### config.mk
export PLATFORM = sky130hd
export DESIGN_NAME = dbus_arbiter
export DESIGN_NICKNAME = d
export VERILOG_FILES = /design/src/rtl/dbus_arbiter.sv
export SDC_FILE = /design/constraint.sdc
export NUM_CORES = 1
export LEC_CHECK = 0
export ABC_CLOCK_PERIOD_IN_PS = 2900
export CAP_MARGIN = 10
export CORE_AREA = 2 2 122 124
export CTS_BUF_LIST = sky130_fd_sc_hd__clkbuf_4
export DETAILED_ROUTE_END_ITERATION = 8
export DIE_AREA = 0 0 124 126
export GPL_TIMING_DRIVEN = 1
export PLACE_DENSITY = 0.53
export SLEW_MARGIN = 20
export SYNTH_ARGS = -nofsm -noshare
export SYNTH_HDL_FRONTEND = slang
export SYNTH_SLANG_ARGS = --single-unit
### constraint.sdc
create_clock -name clk -period 2.9 [get_ports clk]
set_input_delay 0.58 -clock clk [delete_from_list [all_inputs] [get_ports clk]]
set_output_delay 0.58 -clock clk [all_outputs]
set_load 0.02 [all_outputs]
### src/rtl/dbus_arbiter.sv
// dbus_arbiter: two-master, single-beat arbiter in front of the dbus
// interconnect slave port. Master 0 is the LSU, master 1 is DMA/debug.
// Round-robin on ties, and a watchdog ends a transfer with an error if
// the slave never acks.
module dbus_arbiter #(
    parameter int ADDR_W         = 32,
    parameter int DATA_W         = 32,
    parameter int TIMEOUT_CYCLES = 16
) (
    input  logic                clk,
    input  logic                rst_n,

    input  logic                m0_req_i,
    input  logic [ADDR_W-1:0]   m0_addr_i,
    input  logic [DATA_W-1:0]   m0_wdata_i,
    input  logic                m0_we_i,
    input  logic [DATA_W/8-1:0] m0_sel_i,
    output logic                m0_ack_o,
    output logic                m0_err_o,
    output logic [DATA_W-1:0]   m0_rdata_o,

    input  logic                m1_req_i,
    input  logic [ADDR_W-1:0]   m1_addr_i,
    input  logic [DATA_W-1:0]   m1_wdata_i,
    input  logic                m1_we_i,
    input  logic [DATA_W/8-1:0] m1_sel_i,
    output logic                m1_ack_o,
    output logic                m1_err_o,
    output logic [DATA_W-1:0]   m1_rdata_o,

    input  logic                flush_i,

    output logic                s_req_o,
    output logic [ADDR_W-1:0]   s_addr_o,
    output logic [DATA_W-1:0]   s_wdata_o,
    output logic                s_we_o,
    output logic [DATA_W/8-1:0] s_sel_o,
    input  logic                s_ack_i,
    input  logic [DATA_W-1:0]   s_rdata_i,

    output logic [1:0]          gnt_o,
    output logic                busy_o
);

    localparam int CNT_W = (TIMEOUT_CYCLES > 2) ? $clog2(TIMEOUT_CYCLES) : 1;
    localparam logic [CNT_W-1:0] CNT_LAST = CNT_W'(TIMEOUT_CYCLES - 1);

    typedef enum logic {
        S_IDLE = 1'b0,
        S_BUSY = 1'b1
    } state_e;

    state_e           state_q, state_d;
    logic             owner_q, owner_d;        // 0 = m0, 1 = m1
    logic             last_gnt_q, last_gnt_d;  // owner of the last completed transfer
    logic [CNT_W-1:0] cnt_q, cnt_d;            // BUSY cycles seen without s_ack_i

    logic m0_elig;
    logic m1_elig;
    logic pick;
    logic timeout;
    logic done;

    // Eligibility, tie-break and completion terms shared by next-state and outputs.
    always_comb begin
        m0_elig = m0_req_i && !flush_i;
        m1_elig = m1_req_i;
        // On a tie the master that did not go last wins; otherwise whoever asks.
        pick    = (m0_elig && m1_elig) ? ~last_gnt_q : m1_elig;
        // A same-cycle ack beats the watchdog.
        timeout = (cnt_q == CNT_LAST) && !s_ack_i;
        done    = s_ack_i || timeout;
    end

    // State, owner, fairness and watchdog registers.
    always_ff @(posedge clk or negedge rst_n) begin
        if (!rst_n) begin
            state_q    <= S_IDLE;
            owner_q    <= 1'b0;
            last_gnt_q <= 1'b1;
            cnt_q      <= '0;
        end else begin
            state_q    <= state_d;
            owner_q    <= owner_d;
            last_gnt_q <= last_gnt_d;
            cnt_q      <= cnt_d;
        end
    end

    // Next-state: grant from IDLE, finish BUSY on ack or watchdog expiry.
    always_comb begin
        state_d    = state_q;
        owner_d    = owner_q;
        last_gnt_d = last_gnt_q;
        cnt_d      = cnt_q;
        case (state_q)
            S_IDLE: begin
                if (m0_elig || m1_elig) begin
                    state_d = S_BUSY;
                    owner_d = pick;
                    cnt_d   = '0;
                end
            end
            S_BUSY: begin
                if (done) begin
                    state_d    = S_IDLE;
                    last_gnt_d = owner_q;
                    cnt_d      = '0;
                end else begin
                    cnt_d = cnt_q + CNT_W'(1);
                end
            end
            default: state_d = S_IDLE;
        endcase
    end

    // Outputs: forward the owner's request and route completion back to it only.
    always_comb begin
        s_req_o    = 1'b0;
        s_addr_o   = '0;
        s_wdata_o  = '0;
        s_we_o     = 1'b0;
        s_sel_o    = '0;
        m0_ack_o   = 1'b0;
        m0_err_o   = 1'b0;
        m0_rdata_o = '0;
        m1_ack_o   = 1'b0;
        m1_err_o   = 1'b0;
        m1_rdata_o = '0;
        gnt_o      = 2'b00;
        busy_o     = 1'b0;
        if (state_q == S_BUSY) begin
            s_req_o = 1'b1;
            busy_o  = 1'b1;
            gnt_o   = owner_q ? 2'b10 : 2'b01;
            if (owner_q) begin
                s_addr_o   = m1_addr_i;
                s_wdata_o  = m1_wdata_i;
                s_we_o     = m1_we_i;
                s_sel_o    = m1_sel_i;
                m1_ack_o   = done;
                m1_err_o   = timeout;
                m1_rdata_o = s_ack_i ? s_rdata_i : '0;
            end else begin
                s_addr_o   = m0_addr_i;
                s_wdata_o  = m0_wdata_i;
                s_we_o     = m0_we_i;
                s_sel_o    = m0_sel_i;
                m0_ack_o   = done;
                m0_err_o   = timeout;
                m0_rdata_o = s_ack_i ? s_rdata_i : '0;
            end
        end
    end

endmodule

Word-level counts from Yosys, hierarchy flattened
Cells that the tools add are included.
{"block": "word_totals", "in_bits": 176, "reg_bits": 7, "word_cells": 49, "out_inout_bits": 141}
{"block": "op_classes", "muxes": 31, "eq_ne": 2, "bitwise_logic": 2, "n_addsub": 1, "reduce_logical": 9}
{"op": "$mux 32", "count": 9}
{"op": "$mux 4", "count": 4}
{"op": "$mux 1", "count": 14}
{"op": "$pmux 4 s2", "count": 1}
{"op": "$add 4x1->4 const B", "count": 1}
{"op": "$eq 4x4->1 const B", "count": 1}
{"op": "$mux 2", "count": 2}
{"op": "$reduce_and 2->1", "count": 2}
{"op": "$logic_and 1x1->1", "count": 3}
{"op": "$logic_not 1->1", "count": 2}
{"op": "$logic_or 1x1->1", "count": 2}
{"op": "$ne 2x2->1 const B", "count": 1}
{"op": "$not 1->1", "count": 2}
{"op": "$pmux 1 s2", "count": 1}

Logic depth before layout (Yosys ltp)
Gate-level depths: netlist (run 1).
{"block": "logic_depth", "word_depth": 5, "mapped_depth": 5, "mapped_depth_nobuf": 4}

Worst setup path before layout (run 1)
OpenSTA, ideal clock, no wires.
{"block": "synth_path", "path_type": "input port to output port", "start": "input s_ack_i", "end": "output m0_err_o", "setup_slack_ns": 0.946, "t_required_ns": 2.320, "arrival_ns": 1.374, "path_stages": 3, "path_cell_list": "buf_6 buf_2 nor3_1"}
{"block": "synth_between", "elab_chain_cells": 4}
{"item": "start: declaration", "line": "38", "rtl": "input logic s_ack_i,"}
{"item": "$logic_not 1->1", "line": "71", "rtl": "timeout = (cnt_q == CNT_LAST) && !s_ack_i;"}
{"item": "$logic_and 1x1->1", "line": "71"}
{"item": "$mux 1", "line": "136", "rtl": "if (owner_q) begin"}
{"item": "$mux 1", "line": "132", "rtl": "if (state_q == S_BUSY) begin"}
{"item": "end: declaration", "line": "19", "rtl": "output logic m0_err_o,"}
No other way between the ends.

Worst setup path after layout (run 1)
{"block": "layout_path", "start": "input s_ack_i", "end": "output m1_ack_o"}
{"block": "layout_between", "elab_chain_cells": 5}
{"item": "$logic_not 1->1", "line": "71"}
{"item": "$logic_and 1x1->1", "line": "71"}
{"item": "$logic_or 1x1->1 (*)", "line": "72", "rtl": "done = s_ack_i || timeout;"}
{"item": "$mux 1 (*)", "line": "136"}
{"item": "$mux 1 (*)", "line": "132"}
{"item": "end: declaration", "line": "27", "rtl": "output logic m1_ack_o,"}
Mark *: on every way between the ends. The rest lies on a longest branch, timed or not.

==> reports/qor.txt, run 1 <==
Pwr/cell area -> 368.0 nW/µm²
Total GRT Usage -> 12.53%
Status -> complete, no violations
Critical Path Source -> s_ack_i
Post-CTS Setup Bufs -> 0
Setup violation total in the final timing report -> 0
IO buf count -> 316
CTS tree -> yes
Worst vdd ir -> 0.2453 mV
Post-Syn Instances -> 301
Die W -> 124 µm
ANT cells -> 0
Synth Area in Compound Gates -> 3.476%
Final min period -> 2771 ps
Inst Count DP -> 781
Detailed Place HPWL -> 9131 µm
CTS H-tree lvls -> 1
Post-Synth XOR/XNOR Area -> 0.4679%
CTS Buf Count -> 3
YS warnings -> 0
Pwr Total -> 1.919 mW
# fillers -> 1475
Post-synthesis net count -> 478
Final instance area -> 5214 µm²
Final Core Density -> 36.42%
RSZ-0062 raised after global routing -> no
Metal3 WL -> 1059 µm
Static Leakage -> 2.282 nW
Syn Area/Cell -> 6.219 µm²
Largest fanout on the critical path -> 37
Seq cells post-synth -> 7
Largest family of logic cells by synthesized area -> simple AND/OR/NAND/NOR gates
Critical Path Start Type -> primary input
Vias -> 3144
Drt first pass iters -> 4
Drt via density -> 4.005
Adder-Cell Fraction of Synth Area -> 0.6684%
Maximum clock path buffer count -> 2
Root buf cell -> clkbuf_4
Top cells by area, synth -> mux2i_1, nor2_1, dfrtp_1
Yosys top cell area share -> 36.90%
Final Hold Viols -> 0
Starting density of the core -> 13.08%
DIE HEIGHT -> 126 µm
Hold_buf cts -> 0
Antenna-violating nets left -> 0
Core Box Area -> 14310 µm²
Synthesized area -> 1872 µm²
Multiplexer share of the synthesized area -> 36.90%
First-pass GRT wire length -> 15630 µm
Largest net degree at the start of global routing -> 75
Arr. time, crit path -> 2190 ps
WL final -> 11020 µm
Drt wl/cell -> 14.04 µm
Total of max-cap violations -> 0
Setup ws final -> 128.6 ps
WP data required -> 2320 ps
EDFF count, synth -> 0
DR iter-0 viols -> 115
Most numerous cell in the Yosys netlist -> nor2_1
Area after DPL -> 5184 µm²
DIE AREA -> 15620 µm²
Setup_tns -> 0 ps
Top routing layer used -> met4
Cts repair resizes -> 0
Nets -> 779
Clk_skew -> 4.129 ps
Fin. max-slew vios -> 0
Number of global-route vias before repair -> 2941
Met2 WL -> 6030 µm
Clk sinks -> 7
Worst-margin pin slew -> 466.7 ps
Grt ovf -> 0
Place WS -> 108.9 ps
Finished Layout Cells -> 785
Register area share after synthesis -> 9.425%
Synth top cells by count -> nor2_1, mux2i_1, nand2_1
Fraction of registers with async set/reset -> 100.0%
# DRC -> 0
Worst flop-to-flop path startpoint -> cnt_q[0]
Worst-path clk slew -> 60 ps
Final hold slack -> 521.4 ps
Fmax -> 360.8 MHz
GPL Wtd Cong -> 0.7927
Share of post-route cells with drive strength above 1 -> 2.995%
Initial antenna violation count -> 0
Setup CP Type -> in2out
Area grow syn2layout -> 178.5%
IO Count -> 317
Min-Delay Path Class -> reg2reg
Rows -> 44
Area leader, netlist -> mux2i_1
Critical path capture point type -> primary output
Post-synth top flop -> dfrtp_1
Simple-gate share of the synthesized area -> 38.50%
Wl on met1 -> 3856 µm
Clk Latency, worst-skew pair -> 260 ps
Rel. slew slack -> 68.65%
Final Cycle Share -> 95.57%
Hold path start -> last_gnt_q
Synth cell types -> 28
==> cells by family after synthesis <==
family,Yosys count
adder cells (fa/ha/maj),1
AND/OR/NAND/NOR,182
flip-flops,7
XOR/XNOR,1
multiplexers,69
AO/OA/AOI/OAI,9
buffers and inverters,32
==> area by class of cell <==
type	instances	area [µm²]	share of cell area, %
inverters	4	15.01	0.2880
repair buffers	324	3261	62.54
multi-input cells	262	1498	28.73
flip-flops and latches	7	180.2	3.456
well taps	184	230.2	4.416
clock buffers	4	30.03	0.5760
==> final timing paths <==
check,end,cells after the start,slack [ps]
setup / recovery,m1_ack_o,5,130
setup reg to reg,cnt_q[3],4,1570
hold reg to reg,last_gnt_q,2,520
max in group asynchronous,last_gnt_q,1,2020
min in group asynchronous,cnt_q[2],1,590
hold / removal,last_gnt_q,2,520
==> sequential cells by signal, summed over array words and instances (netlist names) <==
register,flops
last_gnt_q,1
cnt_q,4
state_q,1
owner_q,1
==> metal layers <==
metal | track usage [%] | up-vias
li1 | - | 1571
met1 | 12.96 | 1407
met2 | 25.63 | 158
met3 | 2.491 | 8
met4 | 1.917 | 0
met5 | 0 | -
==> worst max-delay path: stages <==
cell             delay, ps
clkdlybuf4s50_1        440
buf_12                 190
a31oi_1                340
nor2_1                  80
clkdlybuf4s50_1        550
==> cell usage in the layout (no fill, tap or decap), types with 2 or more instances in the layout <==
master,instances
a31oi_1,2
buf_12,3
buf_4,5
clkbuf_4,4
clkdlybuf4s50_1,316
dfrtp_1,5
inv_1,3
mux2i_1,69
nand2_1,33
nand2b_1,2
nand3_1,2
nor2_1,137
nor3_1,3
o21ai_0,2
==> report_power, final <==
group,switching (mW),internal (mW),leakage [nW]
clock network,0.0392,0.0621,0.0184
logic,0.806,0.862,2.18
registers,0.0322,0.117,0.0860
No activity file was read; power rests on OpenSTA's default activity.
==> run 2, diff against run 1 <==
--- a/config.mk
+++ b/config.mk
@@ -12,7 +12,6 @@
 export DETAILED_ROUTE_END_ITERATION = 8
 export DIE_AREA = 0 0 124 126
 export GPL_TIMING_DRIVEN = 1
-export PLACE_DENSITY = 0.53
 export SLEW_MARGIN = 20
 export SYNTH_ARGS = -nofsm -noshare
 export SYNTH_HDL_FRONTEND = slang
==> run 2 against run 1 <==
Compared with the run above:
- worst setup slack worse by 21 ps
- fmax is 0.76% lower
- cell count up 0.13%
- core utilization about the same
- hold slack improved by 5.6 ps
- flip-flop and latch count unchanged
- sequential share of layout area barely moved
- combinational power is essentially flat
- highest routed layer unchanged
==> reports/qor.txt, run 2 (synthesis results as in run 1) <==
Grt ovf -> 0 (unchanged)
Share of post-route cells with drive strength above 1 -> 3.156% (+0.16 points)
Drt first pass iters -> 4 (unchanged)
DIE AREA -> 15620 µm² (unchanged)
RSZ-0062 raised after global routing -> no
Hold_buf cts -> 0 (unchanged)
Core Box Area -> 14310 µm² (unchanged)
Setup_tns -> 0 ps (unchanged)
Die W -> 124 µm (unchanged)
Detailed Place HPWL -> 9449 µm (+3.5%)
GPL Wtd Cong -> 0.8812 (+11%)
Fin. max-slew vios -> 0 (unchanged)
CTS H-tree lvls -> 1 (unchanged)
CTS tree -> yes
Final instance area -> 5211 µm² (about the same)
Area grow syn2layout -> 178.4% (about the same)
Critical Path Start Type -> primary input
Setup violation total in the final timing report -> 0 (unchanged)
Static Leakage -> 2.299 nW (+0.78%)
Arr. time, crit path -> 2210 ps (+20 ps)
ANT cells -> 0 (unchanged)
R2r endpoint -> last_gnt_q
Largest fanout on the critical path -> 37 (unchanged)
Status -> complete, no violations
IO Count -> 317 (unchanged)
Final Hold Viols -> 0 (unchanged)
Register bank with the most flops -> cnt_q
Setup ws final -> 107.4 ps (-21.17 ps)
Worst vdd ir -> 0.1556 mV (-37%)
Antenna-violating nets left -> 0 (unchanged)
Nets -> 780 (+0.13%)
# DRC -> 0 (unchanged)
Fmax -> 358.1 MHz (-0.76%)
CTS Buf Count -> 3 (unchanged)
Place WS -> 110.8 ps (+1.927 ps)
Critical path capture point type -> primary output
IO buf count -> 316 (unchanged)
First-pass GRT wire length -> 15840 µm (+1.3%)
Rel. slew slack -> 61.33% (-7.3 points)
Most frequent cells in the layout -> clkdlybuf4s50_1, nor2_1, mux2i_1, nand2_1, buf_4
R2R cell count -> 5 (+1)
DIE HEIGHT -> 126 µm (unchanged)
Max FFs per register -> 4 (unchanged)
WL final -> 11150 µm (+1.2%)
Final min period -> 2793 ps (+21.17 ps)
Total GRT Usage -> 12.88% (+0.35 points)
DR iter-0 viols -> 93 (-19%)
Rows -> 44 (unchanged)
Largest net degree at the start of global routing -> 59 (-21%)
Hold path start -> last_gnt_q
Drt via density -> 4.011 (+0.16%)
Clk_skew -> 7.069 ps (+2.941 ps)
Worst-margin pin slew -> 580.1 ps (+113.4 ps)
Vias -> 3153 (+0.29%)
Total of max-cap violations -> 0 (unchanged)
# fillers -> 1474 (-0.068%)
Most common cell after layout, fill and taps aside -> clkdlybuf4s50_1
Area after DPL -> 5179 µm² (about the same)
WP data required -> 2320 ps (about the same)
Clk sinks -> 7 (unchanged)
Starting density of the core -> 13.08% (unchanged)
Drt wl/cell -> 14.18 µm (+1.0%)
Clk Latency, worst-skew pair -> 250 ps (about the same)
Setup CP Type -> in2out
Root buf cell -> clkbuf_4
Worst flop-to-flop path startpoint -> cnt_q[0]
Pwr/cell area -> 367.1 nW/µm² (-0.26%)
Flop-to-flop setup slack -> 1520 ps (-50 ps)
Min-Delay Path Class -> reg2reg
Maximum clock path buffer count -> 2 (unchanged)
Final hold slack -> 527.0 ps (+5.571 ps)
WHS Endpoint -> last_gnt_q
Worst-path clk slew -> 50 ps (about the same)
Number of global-route vias before repair -> 3021 (+2.7%)
Hold path cells -> 2 (unchanged)
Final Cycle Share -> 96.30% (+0.73 points)
Initial antenna violation count -> 0 (unchanged)
-- run 2: final cells by class --
class                   count  area (µm²)  area share, %
repair buffers            325        3258          62.52
inverters                   4       15.01         0.2881
well taps                 184       230.2          4.418
clock buffers               4       30.03         0.5762
flip-flops and latches      7       180.2          3.457
multi-input cells         262        1498          28.74
-- run 2: repair_timing --
| action | in CTS | in global routing |
|---|---|---|
| buffers inserted | 0 | 0 |
| endpoints found under the setup margin | 0 | 1 |
| resized for setup | 0 | 1 |
-- run 2: critical path: stages --
cell,delay [ps]
clkdlybuf4s50_1,500
buf_12,210
nand2_1,100
nor2_1,170
clkdlybuf4s50_1,640
-- run 2: worst max path at each step --
stage	start	endpoint	depth (start not counted)
global placement	s_ack_i	m1_rdata_o[11]	5
floorplan	s_ack_i	m0_err_o	3
CTS	s_ack_i	m1_rdata_o[11]	5
finish	s_ack_i	m0_rdata_o[5]	5
detailed placement	s_ack_i	m1_rdata_o[11]	5
global route	s_ack_i	m0_rdata_o[5]	5
-- run 2: per-stage QoR --
stage               power [mW]  util (%)  cells
floorplan                1.031         -    301
global placement         1.821     36.18    782
detailed placement       1.835     36.18    782
CTS                      1.940     36.39    786
global route             2.039     36.41    786
finish                   1.913     36.41    786
-- run 2: layer usage --
layer	track usage, %	vias up	routed length [µm]
li1	-	1581	-
met1	14.03	1410	4111
met2	25.37	154	5958
met3	2.174	8	965
met4	2.776	0	114
met5	0	-	0
-- run 2: power by group --
part | total, mW | internal [mW] | switching (mW)
clock network | 0.0968 | 0.0618 | 0.0350
registers | 0.136 | 0.117 | 0.0186
logic | 1.68 | 0.857 | 0.824
total | 1.91 | 1.04 | 0.877
==> run 3, diff against run 2 <==
--- a/config.mk
+++ b/config.mk
@@ -5,12 +5,14 @@
 export SDC_FILE = /design/constraint.sdc
 export NUM_CORES = 1
 export LEC_CHECK = 0
+export ABC_AREA = 0
 export ABC_CLOCK_PERIOD_IN_PS = 2900
 export CAP_MARGIN = 10
-export CORE_AREA = 2 2 122 124
+export CORE_AREA = 2 2 121 123
 export CTS_BUF_LIST = sky130_fd_sc_hd__clkbuf_4
 export DETAILED_ROUTE_END_ITERATION = 8
-export DIE_AREA = 0 0 124 126
+export DIE_AREA = 0 0 123 125
+export DONT_BUFFER_PORTS = 1
 export GPL_TIMING_DRIVEN = 1
 export SLEW_MARGIN = 20
 export SYNTH_ARGS = -nofsm -noshare
==> run 3 against run 2 <==
Compared with the run above:
- combinational power decreased by 38%
- count of clock-buffer cells in the layout unchanged
- worst setup slack improved by 370 ps
- clock skew decreased by 4.1 ps
==> reports/qor.txt, run 3 (synthesis results as in run 1) <==
Grt ovf -> 0 (unchanged)
# fillers -> 1606 (+9.0%)
Critical path capture point type -> primary output
Max FFs per register -> 4 (unchanged)
Most common cell after layout, fill and taps aside -> nor2_1
GPL Wtd Cong -> 0.8024 (-8.9%)
CTS H-tree lvls -> 1 (unchanged)
ANT cells -> 0 (unchanged)
CTS Buf Count -> 3 (unchanged)
Number of global-route vias before repair -> 1841 (-39%)
WL final -> 7744 µm (-31%)
Multi-input logic area -> 1498 µm² (unchanged)
DR iter-0 viols -> 85 (-8.6%)
Largest fanout on the critical path -> 35 (-5.4%)
First-pass GRT wire length -> 10180 µm (-36%)
Clk sinks -> 7 (unchanged)
Most frequent cells in the layout -> nor2_1, buf_4, mux2i_1, nand2_1, dfrtp_1
Setup_tns -> 0 ps (unchanged)
Inst Count DP -> 537 (-31%)
Worst-margin pin slew -> 522.7 ps (-57.37 ps)
Status -> complete, no violations
Total of max-cap violations -> 0 (unchanged)
Finished Layout Cells -> 541 (-31%)
Maximum clock path buffer count -> 2 (unchanged)
Die W -> 123 µm (-0.81%)
Core Box Area -> 14200 µm² (-0.77%)
Setup violation total in the final timing report -> 0 (unchanged)
Vias -> 2293 (-27%)
Clk_skew -> 2.979 ps (-4.091 ps)
RSZ-0062 raised after global routing -> no
Clk Latency, worst-skew pair -> 250 ps (about the same)
Worst vdd ir -> 0.1838 mV (+18%)
Drt first pass iters -> 4 (unchanged)
Post-CTS Setup Bufs -> 0 (unchanged)
Worst-path clk slew -> 50 ps (about the same)
CTS tree -> yes
Nets -> 535 (-31%)
Detailed Place HPWL -> 6284 µm (-33%)
Largest net degree at the start of global routing -> 60 (+1.7%)
Reg area -> 180.2 µm² (unchanged)
Setup CP Type -> reg2out
Pwr/cell area -> 508.7 nW/µm² (+39%)
Initial antenna violation count -> 1 (+1)
WP data required -> 2320 ps (about the same)
Antenna-violating nets left -> 0 (unchanged)
Drt wl/cell -> 14.31 µm (+0.91%)
Static Leakage -> 1.472 nW (-36%)
Cts repair resizes -> 0 (unchanged)
Starting density of the core -> 13.18% (+0.10 points)
Drt via density -> 4.238 (+5.7%)
Area grow syn2layout -> 37.77%
DIE AREA -> 15380 µm² (-1.6%)
Fin. max-slew vios -> 0 (unchanged)
Arr. time, crit path -> 1840 ps (-370 ps)
Critical Path Start Type -> flip-flop
IO buf count -> 0 (-100%)
Min-Delay Path Class -> in2async
Root buf cell -> clkbuf_4
Share of post-route cells with drive strength above 1 -> 25.21% (+22 points)
# DRC -> 0 (unchanged)
DIE HEIGHT -> 125 µm (-0.79%)
Final Hold Viols -> 0 (unchanged)
Register bank with the most flops -> cnt_q
Final min period -> 2423 ps (-369.6 ps)
Fmax -> 412.7 MHz (+15%)
Rows -> 44 (unchanged)
Hold_buf cts -> 0 (unchanged)
IO Count -> 317 (unchanged)
Total GRT Usage -> 8.497% (-4.4 points)
Rel. slew slack -> 65.15% (+3.8 points)
Final Cycle Share -> 83.55% (-13 points)
==> run 3: layout make-up <==
cell class | count | area share [%]
tap | 184 | 8.928
clock buffer | 4 | 1.164
multi-input combinational | 262 | 58.08
timing repair buffer | 80 | 24.26
sequential | 7 | 6.987
inverter | 4 | 0.5822
==> run 3: critical path, cell delays in order, from the launching register on <==
cell	delay, ps
dfrtp_4	760
nand2b_1	170
buf_4	330
nor2_1	130
buf_4	180
==> run 3: per-layer routing <==
layer	up-vias	track usage [%]	wire length [µm]	part of all wire, %
li1	1091	-	-	-
met1	1016	10.62	3046	39
met2	178	14.66	3782	49
met4	2	0.8690	35	0.45
met3	6	2.737	872	11
met5	-	0	7	0.090
==> run 3: worst paths after layout <==
path / start / slack [ps] / cells past startpoint / endpoint
max: owner_q / 480 / 4 / m0_rdata_o[7]
min: rst_n / 20 / 0 / owner_q
max reg2reg: owner_q / 1460 / 3 / last_gnt_q
min reg2reg: last_gnt_q / 510 / 2 / last_gnt_q
max in group asynchronous: rst_n / 2710 / 0 / last_gnt_q
min in group clk: m1_req_i / 420 / 1 / cnt_q[0]
==> run 3: power breakdown <==
group	leakage [nW]	total (mW)	internal [mW]	switching (mW)
Clock	0.0184	0.0989	0.0619	0.0370
Sequential	0.0860	0.176	0.116	0.0595
Combinational	1.37	1.04	0.355	0.682
==> run 3: through the flow <==
step	worst slack [ps]	power (mW)	hold slack [ps]	utilization [%]	cell area (µm²)
final	477.1	1.312	19.06	18.16	2579
after global routing	326.7	1.399	6.216	18.16	2579
after CTS	433.7	1.322	12.48	18.16	2579
after detailed placement	716.5	1.217	284.8	17.94	2549
after global placement	728.0	1.215	284.8	17.94	2549
after floorplan	945.6	1.031	284.4	-	1872
